===== src/rtl/cdb_arbiter_if.sv =====
// Request, backpressure and broadcast bundle between the execution units,
// the CDB arbiter and the broadcast consumers (ROB completion, reservation stations).
interface cdb_arbiter_if #(
   parameter int SRC_NUM = 3,
   parameter int NICK_W  = 5,
   parameter int DATA_W  = 32,
   parameter int ADDR_W  = 32
);
   logic                      rdy;
   logic                      iclr;
   logic [SRC_NUM-1:0]        iREQ_en;
   logic [SRC_NUM*NICK_W-1:0] iREQ_nick;
   logic [SRC_NUM*DATA_W-1:0] iREQ_dt;
   logic [SRC_NUM-1:0]        iREQ_ac;
   logic [SRC_NUM*ADDR_W-1:0] iREQ_j_pc;
   logic [SRC_NUM-1:0]        oREQ_full;
   logic                      oCDB_en;
   logic [1:0]                oCDB_src;
   logic [NICK_W-1:0]         oCDB_nick;
   logic [DATA_W-1:0]         oCDB_dt;
   logic                      oCDB_ac;
   logic [ADDR_W-1:0]         oCDB_j_pc;

   modport master (
      output rdy, iclr, iREQ_en, iREQ_nick, iREQ_dt, iREQ_ac, iREQ_j_pc,
      input  oREQ_full, oCDB_en, oCDB_src, oCDB_nick, oCDB_dt, oCDB_ac, oCDB_j_pc
   );

   modport slave (
      input  rdy, iclr, iREQ_en, iREQ_nick, iREQ_dt, iREQ_ac, iREQ_j_pc,
      output oREQ_full, oCDB_en, oCDB_src, oCDB_nick, oCDB_dt, oCDB_ac, oCDB_j_pc
   );
endinterface


===== src/rtl/cdb_arbiter.sv =====
// Common-data-bus scheduler: per-source shallow FIFOs drained one entry per cycle
// by a round-robin arbiter onto a registered write-back broadcast.
module cdb_arbiter #(
   parameter int SRC_NUM = 3,
   parameter int DEPTH   = 2,
   parameter int NICK_W  = 5,
   parameter int DATA_W  = 32,
   parameter int ADDR_W  = 32
) (
   input  logic         clk,
   input  logic         rst,
   cdb_arbiter_if.slave bus
);
   localparam int PTR_W = $clog2(DEPTH);
   localparam int CNT_W = $clog2(DEPTH + 1);

   typedef struct packed {
      logic [NICK_W-1:0] nick;
      logic [DATA_W-1:0] dt;
      logic              ac;
      logic [ADDR_W-1:0] j_pc;
   } entry_t;

   entry_t             mem_r    [SRC_NUM][DEPTH];
   logic [PTR_W-1:0]   rd_ptr_r [SRC_NUM];
   logic [PTR_W-1:0]   wt_ptr_r [SRC_NUM];
   logic [CNT_W-1:0]   count_r  [SRC_NUM];
   logic [1:0]         rr_ptr_r;
   logic               cdb_en_r;
   logic [1:0]         cdb_src_r;
   entry_t             cdb_r;

   entry_t             in_s [SRC_NUM];
   entry_t             head_s;
   logic [SRC_NUM-1:0] push_s;
   logic [SRC_NUM-1:0] pop_s;
   logic [SRC_NUM-1:0] full_s;
   logic [1:0]         grant_s;
   logic               grant_vld_s;
   logic [1:0]         idx_s;
   logic               hit_s;
   logic [1:0]         rr_nxt_s;

   // Unpack the flattened per-source request buses into entries.
   always_comb begin
      for (int i = 0; i < SRC_NUM; i++) begin
         in_s[i].nick = bus.iREQ_nick[i*NICK_W +: NICK_W];
         in_s[i].dt   = bus.iREQ_dt[i*DATA_W +: DATA_W];
         in_s[i].ac   = bus.iREQ_ac[i];
         in_s[i].j_pc = bus.iREQ_j_pc[i*ADDR_W +: ADDR_W];
      end
   end

   // Round-robin grant from start-of-cycle occupancy, plus push/pop qualification.
   always_comb begin
      grant_s     = 2'd0;
      grant_vld_s = 1'b0;
      idx_s       = 2'd0;
      hit_s       = 1'b0;
      for (int k = 0; k < SRC_NUM; k++) begin
         idx_s       = 2'((int'(rr_ptr_r) + k) % SRC_NUM);
         hit_s       = !grant_vld_s && (count_r[idx_s] != {CNT_W{1'b0}});
         grant_s     = hit_s ? idx_s : grant_s;
         grant_vld_s = grant_vld_s || hit_s;
      end
      rr_nxt_s = (grant_s == 2'(SRC_NUM - 1)) ? 2'd0 : grant_s + 2'd1;
      head_s   = mem_r[grant_s][rd_ptr_r[grant_s]];
      for (int i = 0; i < SRC_NUM; i++) begin
         // a full FIFO refuses the push even if it is being popped this cycle
         push_s[i] = bus.iREQ_en[i] && (count_r[i] != CNT_W'(DEPTH))
                     && (in_s[i].nick != {NICK_W{1'b0}});
         pop_s[i]  = grant_vld_s && (grant_s == 2'(i));
         full_s[i] = (count_r[i] == CNT_W'(DEPTH)) || !bus.rdy;
      end
   end

   // FIFO storage, pointers, occupancy and round-robin pointer.
   always_ff @(posedge clk or negedge rst) begin
      if (!rst) begin
         for (int i = 0; i < SRC_NUM; i++) begin
            rd_ptr_r[i] <= {PTR_W{1'b0}};
            wt_ptr_r[i] <= {PTR_W{1'b0}};
            count_r[i]  <= {CNT_W{1'b0}};
            for (int d = 0; d < DEPTH; d++) begin
               mem_r[i][d] <= {$bits(entry_t){1'b0}};
            end
         end
         rr_ptr_r <= 2'd0;
      end else if (bus.rdy) begin
         if (bus.iclr) begin
            for (int i = 0; i < SRC_NUM; i++) begin
               rd_ptr_r[i] <= {PTR_W{1'b0}};
               wt_ptr_r[i] <= {PTR_W{1'b0}};
               count_r[i]  <= {CNT_W{1'b0}};
            end
            rr_ptr_r <= 2'd0;
         end else begin
            for (int i = 0; i < SRC_NUM; i++) begin
               if (push_s[i]) begin
                  mem_r[i][wt_ptr_r[i]] <= in_s[i];
                  wt_ptr_r[i]           <= wt_ptr_r[i] + PTR_W'(1);
               end
               if (pop_s[i]) begin
                  rd_ptr_r[i] <= rd_ptr_r[i] + PTR_W'(1);
               end
               count_r[i] <= count_r[i] + CNT_W'(push_s[i]) - CNT_W'(pop_s[i]);
            end
            if (grant_vld_s) begin
               rr_ptr_r <= rr_nxt_s;
            end
         end
      end
   end

   // Broadcast register: single-cycle valid pulse, payload holds when idle.
   always_ff @(posedge clk or negedge rst) begin
      if (!rst) begin
         cdb_en_r  <= 1'b0;
         cdb_src_r <= 2'd0;
         cdb_r     <= {$bits(entry_t){1'b0}};
      end else if (bus.rdy && !bus.iclr && grant_vld_s) begin
         cdb_en_r  <= 1'b1;
         cdb_src_r <= grant_s;
         cdb_r     <= head_s;
      end else begin
         cdb_en_r  <= 1'b0;
      end
   end

   assign bus.oREQ_full = full_s;
   assign bus.oCDB_en   = cdb_en_r;
   assign bus.oCDB_src  = cdb_src_r;
   assign bus.oCDB_nick = cdb_r.nick;
   assign bus.oCDB_dt   = cdb_r.dt;
   assign bus.oCDB_ac   = cdb_r.ac;
   assign bus.oCDB_j_pc = cdb_r.j_pc;
endmodule


===== src/flat_wrapper.sv =====
// flat-port wrapper written by rule: the top's interface ports become plain ports
module cdb_arbiter_flat 
#(
   parameter int SRC_NUM = 3,
   parameter int DEPTH   = 2,
   parameter int NICK_W  = 5,
   parameter int DATA_W  = 32,
   parameter int ADDR_W  = 32
)
  (clk, rst, bus_rdy, bus_iclr, bus_iREQ_en, bus_iREQ_nick, bus_iREQ_dt, bus_iREQ_ac, bus_iREQ_j_pc, bus_oREQ_full, bus_oCDB_en, bus_oCDB_src, bus_oCDB_nick, bus_oCDB_dt, bus_oCDB_ac, bus_oCDB_j_pc);
  cdb_arbiter_if #(.SRC_NUM(SRC_NUM), .NICK_W(NICK_W), .DATA_W(DATA_W), .ADDR_W(ADDR_W)) bus_i ();
  input  logic clk;
  input  logic rst;
  input wire logic [$bits(bus_i.rdy)-1:0] bus_rdy;
  input wire logic [$bits(bus_i.iclr)-1:0] bus_iclr;
  input wire logic [$bits(bus_i.iREQ_en)-1:0] bus_iREQ_en;
  input wire logic [$bits(bus_i.iREQ_nick)-1:0] bus_iREQ_nick;
  input wire logic [$bits(bus_i.iREQ_dt)-1:0] bus_iREQ_dt;
  input wire logic [$bits(bus_i.iREQ_ac)-1:0] bus_iREQ_ac;
  input wire logic [$bits(bus_i.iREQ_j_pc)-1:0] bus_iREQ_j_pc;
  output wire logic [$bits(bus_i.oREQ_full)-1:0] bus_oREQ_full;
  output wire logic [$bits(bus_i.oCDB_en)-1:0] bus_oCDB_en;
  output wire logic [$bits(bus_i.oCDB_src)-1:0] bus_oCDB_src;
  output wire logic [$bits(bus_i.oCDB_nick)-1:0] bus_oCDB_nick;
  output wire logic [$bits(bus_i.oCDB_dt)-1:0] bus_oCDB_dt;
  output wire logic [$bits(bus_i.oCDB_ac)-1:0] bus_oCDB_ac;
  output wire logic [$bits(bus_i.oCDB_j_pc)-1:0] bus_oCDB_j_pc;
  assign bus_i.rdy = bus_rdy;
  assign bus_i.iclr = bus_iclr;
  assign bus_i.iREQ_en = bus_iREQ_en;
  assign bus_i.iREQ_nick = bus_iREQ_nick;
  assign bus_i.iREQ_dt = bus_iREQ_dt;
  assign bus_i.iREQ_ac = bus_iREQ_ac;
  assign bus_i.iREQ_j_pc = bus_iREQ_j_pc;
  assign bus_oREQ_full = bus_i.oREQ_full;
  assign bus_oCDB_en = bus_i.oCDB_en;
  assign bus_oCDB_src = bus_i.oCDB_src;
  assign bus_oCDB_nick = bus_i.oCDB_nick;
  assign bus_oCDB_dt = bus_i.oCDB_dt;
  assign bus_oCDB_ac = bus_i.oCDB_ac;
  assign bus_oCDB_j_pc = bus_i.oCDB_j_pc;
  cdb_arbiter #(.SRC_NUM(SRC_NUM), .DEPTH(DEPTH), .NICK_W(NICK_W), .DATA_W(DATA_W), .ADDR_W(ADDR_W)) u_core (.clk(clk), .rst(rst), .bus(bus_i));
endmodule

===== config.mk =====
export PLATFORM = sky130hd
export DESIGN_NAME = cdb_arbiter_flat
export DESIGN_NICKNAME = d
export VERILOG_FILES = /design/src/rtl/cdb_arbiter_if.sv /design/src/rtl/cdb_arbiter.sv /design/src/flat_wrapper.sv
export SDC_FILE = /design/constraint.sdc
export NUM_CORES = 1
export LEC_CHECK = 0
export ABC_AREA = 1
export BUFFER_PORTS_ARGS = -buffer_cell sky130_fd_sc_hd__buf_2
export CAP_MARGIN = 10
export CORE_MARGIN = 4
export CORE_UTILIZATION = 30
export DETAILED_ROUTE_END_ITERATION = 12
export PLACE_DENSITY = 0.55
export SLEW_MARGIN = 20
export SYNTH_ARGS = -nofsm -noshare
export SYNTH_HDL_FRONTEND = slang
export SYNTH_SLANG_ARGS = --single-unit
export TNS_END_PERCENT = 20

===== constraint.sdc =====
create_clock -name clk -period 3.8 [get_ports clk]
set_input_delay 0.76 -clock clk [delete_from_list [all_inputs] [get_ports clk]]
set_output_delay 0.76 -clock clk [all_outputs]
set_load 0.02 [all_outputs]

After elaboration in Yosys (flattened, before gate mapping)
Cells that the tools add are included.
W data, S select, Z words.
{"block": "totals", "out_inout_bits": 76, "reg_bits": 507, "inputBits": 217, "wordCells": 178}
{"block": "op_classes", "order_cmp": 11, "eq_ne": 8, "reduce_logical": 49, "muxes": 43, "bitwise": 9, "addsub": 15, "n_div": 3}
{"operator": "$bwmux W140", "count": 3}
{"operator": "$mux W70", "count": 6}
{"operator": "$bmux W140 S2", "count": 1}
{"operator": "$mux W140", "count": 2}
{"operator": "$demux W70 S1", "count": 3}
{"operator": "$mod A32 B3 Y32 const B", "count": 2}
{"operator": "$mod A3 B3 Y32 const B", "count": 1}
{"operator": "$mux W2", "count": 12}
{"operator": "$reduce_bool A2 Y1", "count": 10}
{"operator": "$logic_and A1 B1 Y1", "count": 16}
{"operator": "$reduce_bool A5 Y1", "count": 3}
{"operator": "$reduce_and A2 Y1", "count": 7}
{"operator": "$bmux W2 S2", "count": 3}
{"operator": "$ge A3 B3 Y1 const B", "count": 4}
{"operator": "$not A2 Y3", "count": 4}
{"operator": "$mux W1", "count": 9}
{"operator": "$reduce_and A3 Y1", "count": 3}
{"operator": "$eq A2 B2 Y1 const B", "count": 4}
{"operator": "$ge A2 B2 Y1 const B", "count": 4}
{"operator": "$not A1 Y2", "count": 4}
{"operator": "$add A1 B1 Y1 const B", "count": 6}
{"operator": "$add A2 B1 Y2", "count": 3}
{"operator": "$lt A2 B1 Y1 const B", "count": 3}
{"operator": "$mux W3", "count": 2}
{"operator": "other kinds (12)", "count": 23}

Logic depth before layout (Yosys ltp)
Gate-level depths: netlist (run 1).
{"block": "depth", "ltp_word": 20, "mapped_depth": 20, "ltp_nobuf": 18}

Worst setup path before layout (run 1)
OpenSTA, ideal clock, no wires.
{"block": "synth_timing", "path_kind": "flip-flop to flip-flop", "start": "reg u_core.rr_ptr_r[0]", "end": "reg u_core.count_r[1] in the netlist's numbering", "required_ps": 3704, "path_buffers": 3, "arrival_ps": 2743, "period_less_slack_ps": 2839, "stages_incl_launch_ff": 21, "slack_ps": 961, "setup_time_ps": 96, "cell_sequence": "dfrtp_1 -> inv_1 -> ha_1 -> inv_2 -> o21ai_1 -> nand2_1 -> nand2_1 -> nor2_1 -> nand3_2 -> nand3_4 -> nand2_1 -> buf_6 -> buf_6 -> buf_6 -> nand2_1 -> inv_1 -> ha_1 -> inv_1 -> ha_1 -> xor2_1 -> o31ai_1"}
{"block": "synth_between", "elab_chain_cells": 16, "word_cells_on_any_way": 33, "cone_classes": "add/sub (3); div (3); eq/ne (1); mux (13); bitwise (3); reduce/logical (10)"}
{"item": "from (decl)", "line": "cdb_arbiter.sv:28", "text": "logic [1:0] rr_ptr_r;"}
{"item": "from (signal assigned)", "line": "cdb_arbiter.sv:109", "text": "rr_ptr_r <= rr_nxt_s;"}
{"item": "$add A2 B1 Y3 or $mod A3 B3 Y32 (tied branches)", "line": "cdb_arbiter.sv:61", "text": "idx_s = 2'((int'(rr_ptr_r) + k) % SRC_NUM);"}
{"item": "$mod A32 B3 Y32 or $not A2 Y3 (tied branches)", "line": "cdb_arbiter.sv:61, cdb_arbiter.sv:62"}
{"item": "$not A2 Y3 (implied by the code) or $bmux W2 S2 (tied branches)", "line": "cdb_arbiter.sv:62", "text": "hit_s = !grant_vld_s && (count_r[idx_s] != {CNT_W{1'b0}});"}
{"item": "$bmux W2 S2 or $mux W2 (tied branches)", "line": "cdb_arbiter.sv:62"}
{"item": "$mux W2 (implied by the code)", "line": "cdb_arbiter.sv:62"}
{"item": "$mux W2 (implied by the code) or $reduce_bool A2 Y1 (tied branches)", "line": "cdb_arbiter.sv:62"}
{"item": "$reduce_bool A2 Y1 or $logic_not A1 Y1 (tied branches)", "line": "cdb_arbiter.sv:62"}
{"item": "$logic_and A1 B1 Y1", "line": "cdb_arbiter.sv:62"}
{"item": "$logic_or A1 B1 Y1", "line": "cdb_arbiter.sv:64", "text": "grant_vld_s = grant_vld_s || hit_s;"}
{"item": "$logic_not A1 Y1", "line": "cdb_arbiter.sv:62"}
{"item": "$logic_and A1 B1 Y1", "line": "cdb_arbiter.sv:62"}
{"item": "$mux W2", "line": "cdb_arbiter.sv:63", "text": "grant_s = hit_s ? idx_s : grant_s;"}
{"item": "$eq A2 B2 Y1", "line": "cdb_arbiter.sv:72", "text": "pop_s[i] = grant_vld_s && (grant_s == 2'(i));"}
{"item": "$logic_and A1 B1 Y1 *", "line": "cdb_arbiter.sv:72"}
{"item": "$sub A2 B1 Y2 *", "line": "cdb_arbiter.sv:106", "text": "count_r[i] <= count_r[i] + CNT_W'(push_s[i]) - CNT_W'(pop_s[i]);"}
{"item": "$mux W6 *", "line": "cdb_arbiter.sv:90", "text": "if (bus.iclr) begin"}
{"item": "to (signal, indexed assignment)", "line": "cdb_arbiter.sv:83", "text": "count_r[i] <= {CNT_W{1'b0}};"}
{"item": "to (signal, indexed assignment)", "line": "cdb_arbiter.sv:94", "text": "count_r[i] <= {CNT_W{1'b0}};"}
{"item": "to (signal, indexed assignment)", "line": "cdb_arbiter.sv:106"}
{"item": "to (decl)", "line": "cdb_arbiter.sv:27", "text": "logic [CNT_W-1:0] count_r [SRC_NUM];"}
Mark *: on every way between the ends. The rest lies on a longest branch, timed or not. The select of a mux whose other input is x is not followed.
A chain may end at the register's enable or synchronous reset.

Worst setup path in the final report (run 1)
{"block": "layout_timing", "start": "reg u_core.rr_ptr_r[0]", "end": "reg u_core.cdb_r, in the netlist u_core.bus.oCDB_j_pc[28]"}
{"block": "layout_between", "elab_chain_cells": 20, "word_cells_on_any_way": 41, "cone_classes": "add/sub (2); div (3); mux (21); bitwise (5); reduce/logical (10)"}
{"item": "$add A2 B1 Y3 or $mod A3 B3 Y32 (tied branches)", "line": "cdb_arbiter.sv:61"}
{"item": "$mod A32 B3 Y32 or $not A2 Y3 (tied branches)", "line": "cdb_arbiter.sv:61, cdb_arbiter.sv:62"}
{"item": "$not A2 Y3 (implied by the code) or $bmux W2 S2 (tied branches)", "line": "cdb_arbiter.sv:62"}
{"item": "$bmux W2 S2 or $mux W2 (tied branches)", "line": "cdb_arbiter.sv:62"}
{"item": "$mux W2 (implied by the code)", "line": "cdb_arbiter.sv:62"}
{"item": "$mux W2 (implied by the code) or $reduce_bool A2 Y1 (tied branches)", "line": "cdb_arbiter.sv:62"}
{"item": "$reduce_bool A2 Y1 or $logic_not A1 Y1 (tied branches)", "line": "cdb_arbiter.sv:62"}
{"item": "$logic_and A1 B1 Y1", "line": "cdb_arbiter.sv:62"}
{"item": "$logic_or A1 B1 Y1", "line": "cdb_arbiter.sv:64"}
{"item": "$logic_not A1 Y1", "line": "cdb_arbiter.sv:62"}
{"item": "$logic_and A1 B1 Y1", "line": "cdb_arbiter.sv:62"}
{"item": "$mux W2", "line": "cdb_arbiter.sv:63"}
{"item": "$not A2 Y3 (implied by the code)", "line": "cdb_arbiter.sv:67", "text": "head_s = mem_r[grant_s][rd_ptr_r[grant_s]];"}
{"item": "$bmux W1 S2", "line": "cdb_arbiter.sv:67"}
{"item": "$mux W1 (implied by the code) (2 in a row)", "line": "cdb_arbiter.sv:67"}
{"item": "$not A1 Y2 (implied by the code)", "line": "cdb_arbiter.sv:67"}
{"item": "$mux W70 (implied by the code) (3 in a row)", "line": "cdb_arbiter.sv:67"}
{"item": "to (signal assigned)", "line": "cdb_arbiter.sv:120", "text": "cdb_r <= {$bits(entry_t){1'b0}};"}
{"item": "to (signal assigned)", "line": "cdb_arbiter.sv:124", "text": "cdb_r <= head_s;"}
{"item": "to (decl)", "line": "cdb_arbiter.sv:31", "text": "entry_t cdb_r;"}
Several ways; a longest one is shown, not always the timed one. The select of a mux whose other input is x is not followed.

==> results of run 1 <==
-- worst paths after layout --
kind                                    start                  endpoint  slack [ps]
min in group clk            bus_iREQ_j_pc[66]          u_core.mem_r[72]         350
min                                       rst         u_core.mem_r[390]         130
max                        u_core.rr_ptr_r[0]  u_core.bus.oCDB_j_pc[28]         640
max reg2reg                u_core.rr_ptr_r[0]  u_core.bus.oCDB_j_pc[28]         640
max in group asynchronous                 rst         u_core.mem_r[385]        2700
min reg2reg                  u_core.mem_r[80]          u_core.mem_r[80]         470
-- worst max-delay path, cell delays in order (launching register included) --
cell     delay, ps
dfrtp_1        370
inv_1           80
ha_1           360
inv_2          110
o21ai_1         80
nand2_1         80
nand3_1        160
nand3_2        170
nor2_2          60
nor2_4         230
buf_4          780
nand3_1        210
nand2_1        100
nand2_1         50
nand2_1         70
nand2_1         50
nand2_1         60
-- final cells by class --
type | count | area [µm²] | area share (%)
tap | 1050 | 1310 | 4.55
clock inverter | 17 | 189 | 0.655
clock buffer | 92 | 1830 | 6.35
inverter | 319 | 1210 | 4.18
sequential | 507 | 12700 | 44.0
multi-input combinational | 2094 | 9430 | 32.7
antenna | 8 | 20.0 | 0.0694
timing repair buffer | 343 | 2170 | 7.51
-- through the flow --
step           utilization, %  area, µm²  std cells  hold slack, ps
2_1_floorplan               -      24100       3108             442
3_3_place_gp             33.8      26800       4313             453
3_5_place_dp             33.8      26800       4313             458
4_1_cts                  36.3      28800       4422             129
5_1_grt                  36.3      28800       4425             164
6_report                 36.3      28800       4430             129
-- layout by cell type, fill, tap and decap left out, types with 4 or more instances in the layout --
cell type and count:
nand2_4 4, clkbuf_1 10, inv_2 6, nor2_4 7, nor3_1 4, a21oi_1 5, diode_2 8, nor2_1 18
nand3_1 292, clkbuf_16 59, mux2_2 70, clkbuf_8 23, nand2_1 1365, inv_1 310, buf_4 26, o21ai_1 4
buf_12 25, ha_1 10, o21ai_0 289, dfrtp_1 507, buf_2 291, clkinv_2 10
-- flip-flops by register name, indices dropped and copies added, names as in the netlist --
| register | flops |
|---|---|
| u_core.bus.oCDB_dt | 32 |
| u_core.wt_ptr_r | 3 |
| u_core.bus.oCDB_nick | 5 |
| u_core.bus.oCDB_src | 2 |
| u_core.rr_ptr_r | 2 |
| u_core.bus.oCDB_ac | 1 |
| u_core.count_r | 6 |
| u_core.bus.oCDB_en | 1 |
| u_core.mem_r | 420 |
| u_core.rd_ptr_r | 3 |
| u_core.bus.oCDB_j_pc | 32 |
-- per-layer routing --
metal	global-route usage (%)	up-vias
li1	-	10074
met1	25.3	9892
met2	29.7	494
met4	5.08	6
met5	0	-
met3	2.97	103
-- kinds of logic (layout without fill, tap and decap cells) --
kind of cell | Yosys count | in the layout | synth area share (%)
AO/OA/AOI/OAI | 310 | 310 | 6.55
XOR/XNOR | 6 | 6 | 0.218
adder cells (fa/ha/maj) | 10 | 10 | 0.518
buffers and inverters | 507 | 771 | 8.73
flip-flops | 507 | 507 | 52.6
multiplexers | 70 | 70 | 3.27
other | 0 | 8 | 0
AND/OR/NAND/NOR | 1698 | 1698 | 28.2
==> metrics.csv, run 1 <==
metric,value,unit
setup_ws,636,ps
cp-start-kind,flop,
period_minus_slack,3160,ps
port_buffers,292,
wl,78800,µm
core_area,79400,µm²
post-cts-setup-buffers,0,
yosys_warnings,0,
ios,293,
synthTopCellsByCount,"nand2_1, dfrtp_1, inv_1",
grt_pass1_wl,122000,µm
synth_area_leaders,"dfrtp_1, nand2_1, nand3_1",
finalClockSkew,20.8,ps
cts.clk_slew.worst_paths,60,ps
dr.pass1.iters,5,
drc_errors,0,
grt_usage,18.2,%
vias,20569,
num-fill-cells,8430,
grt_max_degree,119,
holdBufCountCts,0,
worstRegToRegCells,16,
netlist-cell-type-count,31,
htreeDepth,2,
hp-class,primary input to asynchronous set/reset pin,
wl_met1,36500,µm
clock_sinks,507,
crit_fanout,74,
relSlewSlack,35.6,%
hpwl,49200,µm
rsz0062_at_grt,false,
wl_met3,4000,µm
synth-seq-cells,507,
synth-edff-count,0,
synthToLayoutAreaGrowth,19.5,%
status,completed,
numCtsBuffers,58,
grt_overflow,0,
avgViaCountPerCell,4.64,
dr_wl_met2,36400,µm
insertion_delay,620,ps
post_drt_wl_per_cell,17.8,µm
dieArea,85100,µm²
initial_core_util,30.4,%
syn_inst,3108,
drtIter0Drc,1429,
final.setup.tns,0,ps
routed.top_layer,met5,
syn_area,24100,µm²
synth-seq-area-share,52.6,%
final_nets,3550,
synth_top_area_share,52.6,%
drv_slew,0,
criticalPathCategory,flop to flop,
pre_cts_ws,661,ps
routabilityCongestion,0.791,
async_reset_ff_share,100,%
rows,103,
critPathArrivalTime,3710,ps
antenna_found_initial,15,
worstMarginPinSlew,966,ps
root_buffer,clkbuf_16,
grt_pass1_vias,20272,
cp.required,4350,ps
drtAntennaViolNets,0,
ctsResizeCount,0,
avgSynthCellArea,7.77,µm²
clock.fmax,0.316,GHz
dieHeight,292,µm
die_x,292,µm
synth_nets,3335,
tritoncts,yes,
synth_flop_cell,dfrtp_1,
clock_path_buffers,3,
synth.largest_area_cell,dfrtp_1,
timing_hold_violations_final,0,
cp-end-kind,flop,
drv_cap,0,
setup_viol,0,
drive_above_1_share,16.0,%
synth.most_common_cell,nand2_1,
post-route-period-util,83.3,%
Power of run 1 is left out: the tool's default activity adds up to more than one toggle a clock period on the data nets, which glitch-free logic cannot reach.
==> run 2, diff against run 1 <==
ABC_AREA = 0   (was 1)
clock period = 3.3 ns   (was 3.8 ns; I/O delays follow)
==> metrics.csv, run 2 <==
metric,value,unit,change
post-cts-setup-buffers,0,,unchanged
insertion_delay,600,ps,was 620 ps
hpwl,42800,µm,"was 49,200 µm"
regMostFlops,u_core.mem_r,,unchanged
cp-startpoint,u_core.rr_ptr_r[1],,was u_core.rr_ptr_r[0]
netlist-cell-type-count,47,,was 31
cp-start-kind,flop,,unchanged
pre_cts_ws,132,ps,was 661 ps
place_area,25900,µm²,"was 26,800 µm²"
vias,16920,,"was 20,569"
grt_max_degree,141,,was 119
synth-seq-area-share,54.9,%,was 52.6%
initial_core_util,30.3,%,was 30.4%
post_drt_wl_per_cell,20.9,µm,was 17.8 µm
ir_worst_vdd,1.32,mV,
antenna_found_initial,16,,was 15
reg2reg_slack,170,ps,was 640 ps
synth_nets,2218,,"was 3,335"
largest_reg_flops,420,,unchanged
grt_overflow,0,,unchanged
drv_slew,0,,unchanged
core_area,76200,µm²,"was 79,400 µm²"
clock_sinks,507,,unchanged
ios,293,,unchanged
drtAntennaViolNets,0,,unchanged
yosys_warnings,0,,unchanged
rsz0062_at_grt,false,,unchanged
design_area,28100,µm²,"was 28,800 µm²"
worstReg2RegEnd,u_core.bus.oCDB_j_pc[4],,was u_core.bus.oCDB_j_pc[28]
worstRegToRegCells,11,,was 16
wl,69000,µm,"was 78,800 µm"
setup_ws,173,ps,was 636 ps
avgViaCountPerCell,5.11,,was 4.64
final_nets,2454,,"was 3,550"
hp-class,primary input to asynchronous set/reset pin,,unchanged
grt_pass1_vias,17857,,"was 20,272"
relSlewSlack,45.1,%,was 35.6%
grt_pass1_wl,107000,µm,"was 122,000 µm"
final_common_cell,dfrtp_1,,was nand2_1
cts.clk_slew.worst_paths,60,ps,about the same
htreeDepth,2,,unchanged
async_reset_ff_share,100,%,unchanged
synthToLayoutAreaGrowth,21.5,%,was 19.5%
clock.fmax,0.320,GHz,was 0.316 GHz
layout_common_cells,"dfrtp_1, mux2_2, buf_2",,"was nand2_1, dfrtp_1, inv_1"
numCtsBuffers,59,,was 58
criticalPathCategory,flop to flop,,unchanged
setup_viol,0,,unchanged
drive_above_1_share,38.9,%,was 16.0%
syn_inst,1991,,"was 3,108"
cp-end-kind,flop,,unchanged
crit_fanout,41,,was 74
synth_top_area_share,54.9,%,was 52.6%
drc_errors,0,,unchanged
drv_cap,0,,unchanged
dieArea,81500,µm²,"was 85,100 µm²"
grt_usage,16.6,%,was 18.2%
power_leakage,12.3,nW,
period_minus_slack,3130,ps,was 3160 ps
dieHeight,286,µm,was 292 µm
worstReg2RegStart,u_core.rr_ptr_r[1],,was u_core.rr_ptr_r[0]
synth_area_leaders,"dfrtp_1, mux2_2, a31oi_1",,"was dfrtp_1, nand2_1, nand3_1"
synth.most_common_cell,dfrtp_1,,was nand2_1
cp.required,3760,ps,was 4350 ps
drtIter0Drc,959,,"was 1,429"
status,completed,,unchanged
synth.largest_area_cell,dfrtp_1,,unchanged
power_density,1190,nW/µm²,
avgSynthCellArea,11.6,µm²,was 7.77 µm²
die_x,286,µm,was 292 µm
dr.pass1.iters,7,,was 5
critPathArrivalTime,3580,ps,was 3710 ps
port_buffers,292,,unchanged
synthTopCellsByCount,"dfrtp_1, mux2_2, o21ai_0",,"was nand2_1, dfrtp_1, inv_1"
routabilityCongestion,0.804,,was 0.791
synth-edff-count,0,,unchanged
clock_path_buffers,3,,unchanged
rows,101,,was 103
total_power,33.5,mW,
root_buffer,clkbuf_16,,unchanged
synth-seq-cells,507,,unchanged
worstMarginPinSlew,823,ps,was 966 ps
post-route-period-util,94.8,%,was 83.3%
tritoncts,yes,,unchanged
finalClockSkew,21.3,ps,was 20.8 ps
syn_area,23100,µm²,"was 24,100 µm²"
synth_flop_cell,dfrtp_1,,unchanged
final.setup.tns,0,ps,unchanged
timing_hold_violations_final,0,,unchanged
[run 2: cell types whose count changed after synthesis, sizes merged, moves of 63 or more]
cell	previous run	this run
a31oi	0	141
nand2	1370	89
mux2i	0	70
nand3	295	143
buf	112	27
inv	319	15
clkbuf	76	139
mux2	70	420
o21ai	294	225
nor2	27	145
[run 2: how the worst max path moves through the flow]
stage / cells past startpoint / slack [ps] / to
after global routing: 15 / 10 / u_core.count_r[5]
after CTS: 14 / 100 / u_core.count_r[3]
final: 11 / 170 / u_core.bus.oCDB_j_pc[4]
after detailed placement: 14 / 130 / u_core.count_r[3]
after global placement: 14 / 290 / u_core.count_r[3]
after floorplan: 16 / 270 / u_core.count_r[1]
[run 2: worst max-delay path, cell delays in order (launching register included)]
cell and delay (ps):
dfrtp_1 420, inv_1 120, ha_1 270, nor3b_4 250
o32ai_2 110, buf_4 180, a311oi_4 450, nor2_2 130
o211ai_4 270, buf_12 330, mux2i_1 250, o21ai_1 80
[run 2: repair_timing]
item,in CTS,in global routing
hold buffers,0,0
setup endpoints to repair,0,24
resized for setup,0,9
endpoints found under the hold margin,0,0
[run 2: per-stage QoR]
| stage | std cells | hold slack, ps | util [%] |
|---|---|---|---|
| final | 3308 | 56.2 | 36.8 |
| after global placement | 3196 | 457 | 34.0 |
| after detailed placement | 3196 | 465 | 34.0 |
| after floorplan | 1991 | 364 | - |
| after global routing | 3308 | 48.6 | 36.8 |
| after CTS | 3304 | 27.5 | 36.8 |
[run 2: cell type report]
type | count | area (µm²)
inverter | 15 | 56.3
timing repair buffer | 341 | 2180
fill | 7408 | 48100
sequential | 507 | 12700
clock inverter | 22 | 298
multi-input combinational | 1303 | 9750
clock buffer | 86 | 1800
tap | 1030 | 1290
antenna | 4 | 10.0
[run 2: metal layers]
metal / up-vias / GRT usage [%] / part of all wire (%)
met1: 8710 / 21.6 / 44
met5: - / 0 / 0.14
met3: 121 / 3.10 / 4.6
met2: 418 / 28.5 / 49
li1: 7657 / - / -
met4: 14 / 4.49 / 2.5
[run 2: where the power goes]
group	switching (mW)	internal, mW	leakage [nW]
sequential	1.59	9.23	6.19
combinational	9.24	6.48	5.08
clock	2.62	4.30	1.04
total	13.4	20.0	12.3
[run 2: cell families after synthesis]
group	Yosys count	share of synthesized area [%]
buffers and inverters	181	3.46
adder cells (fa/ha/maj)	10	0.542
AND/OR/NAND/NOR	405	7.73
flip-flops	507	54.9
AO/OA/AOI/OAI	395	9.74
multiplexers	490	23.5
XOR/XNOR	3	0.114
Power figures use the tool's default switching activity.
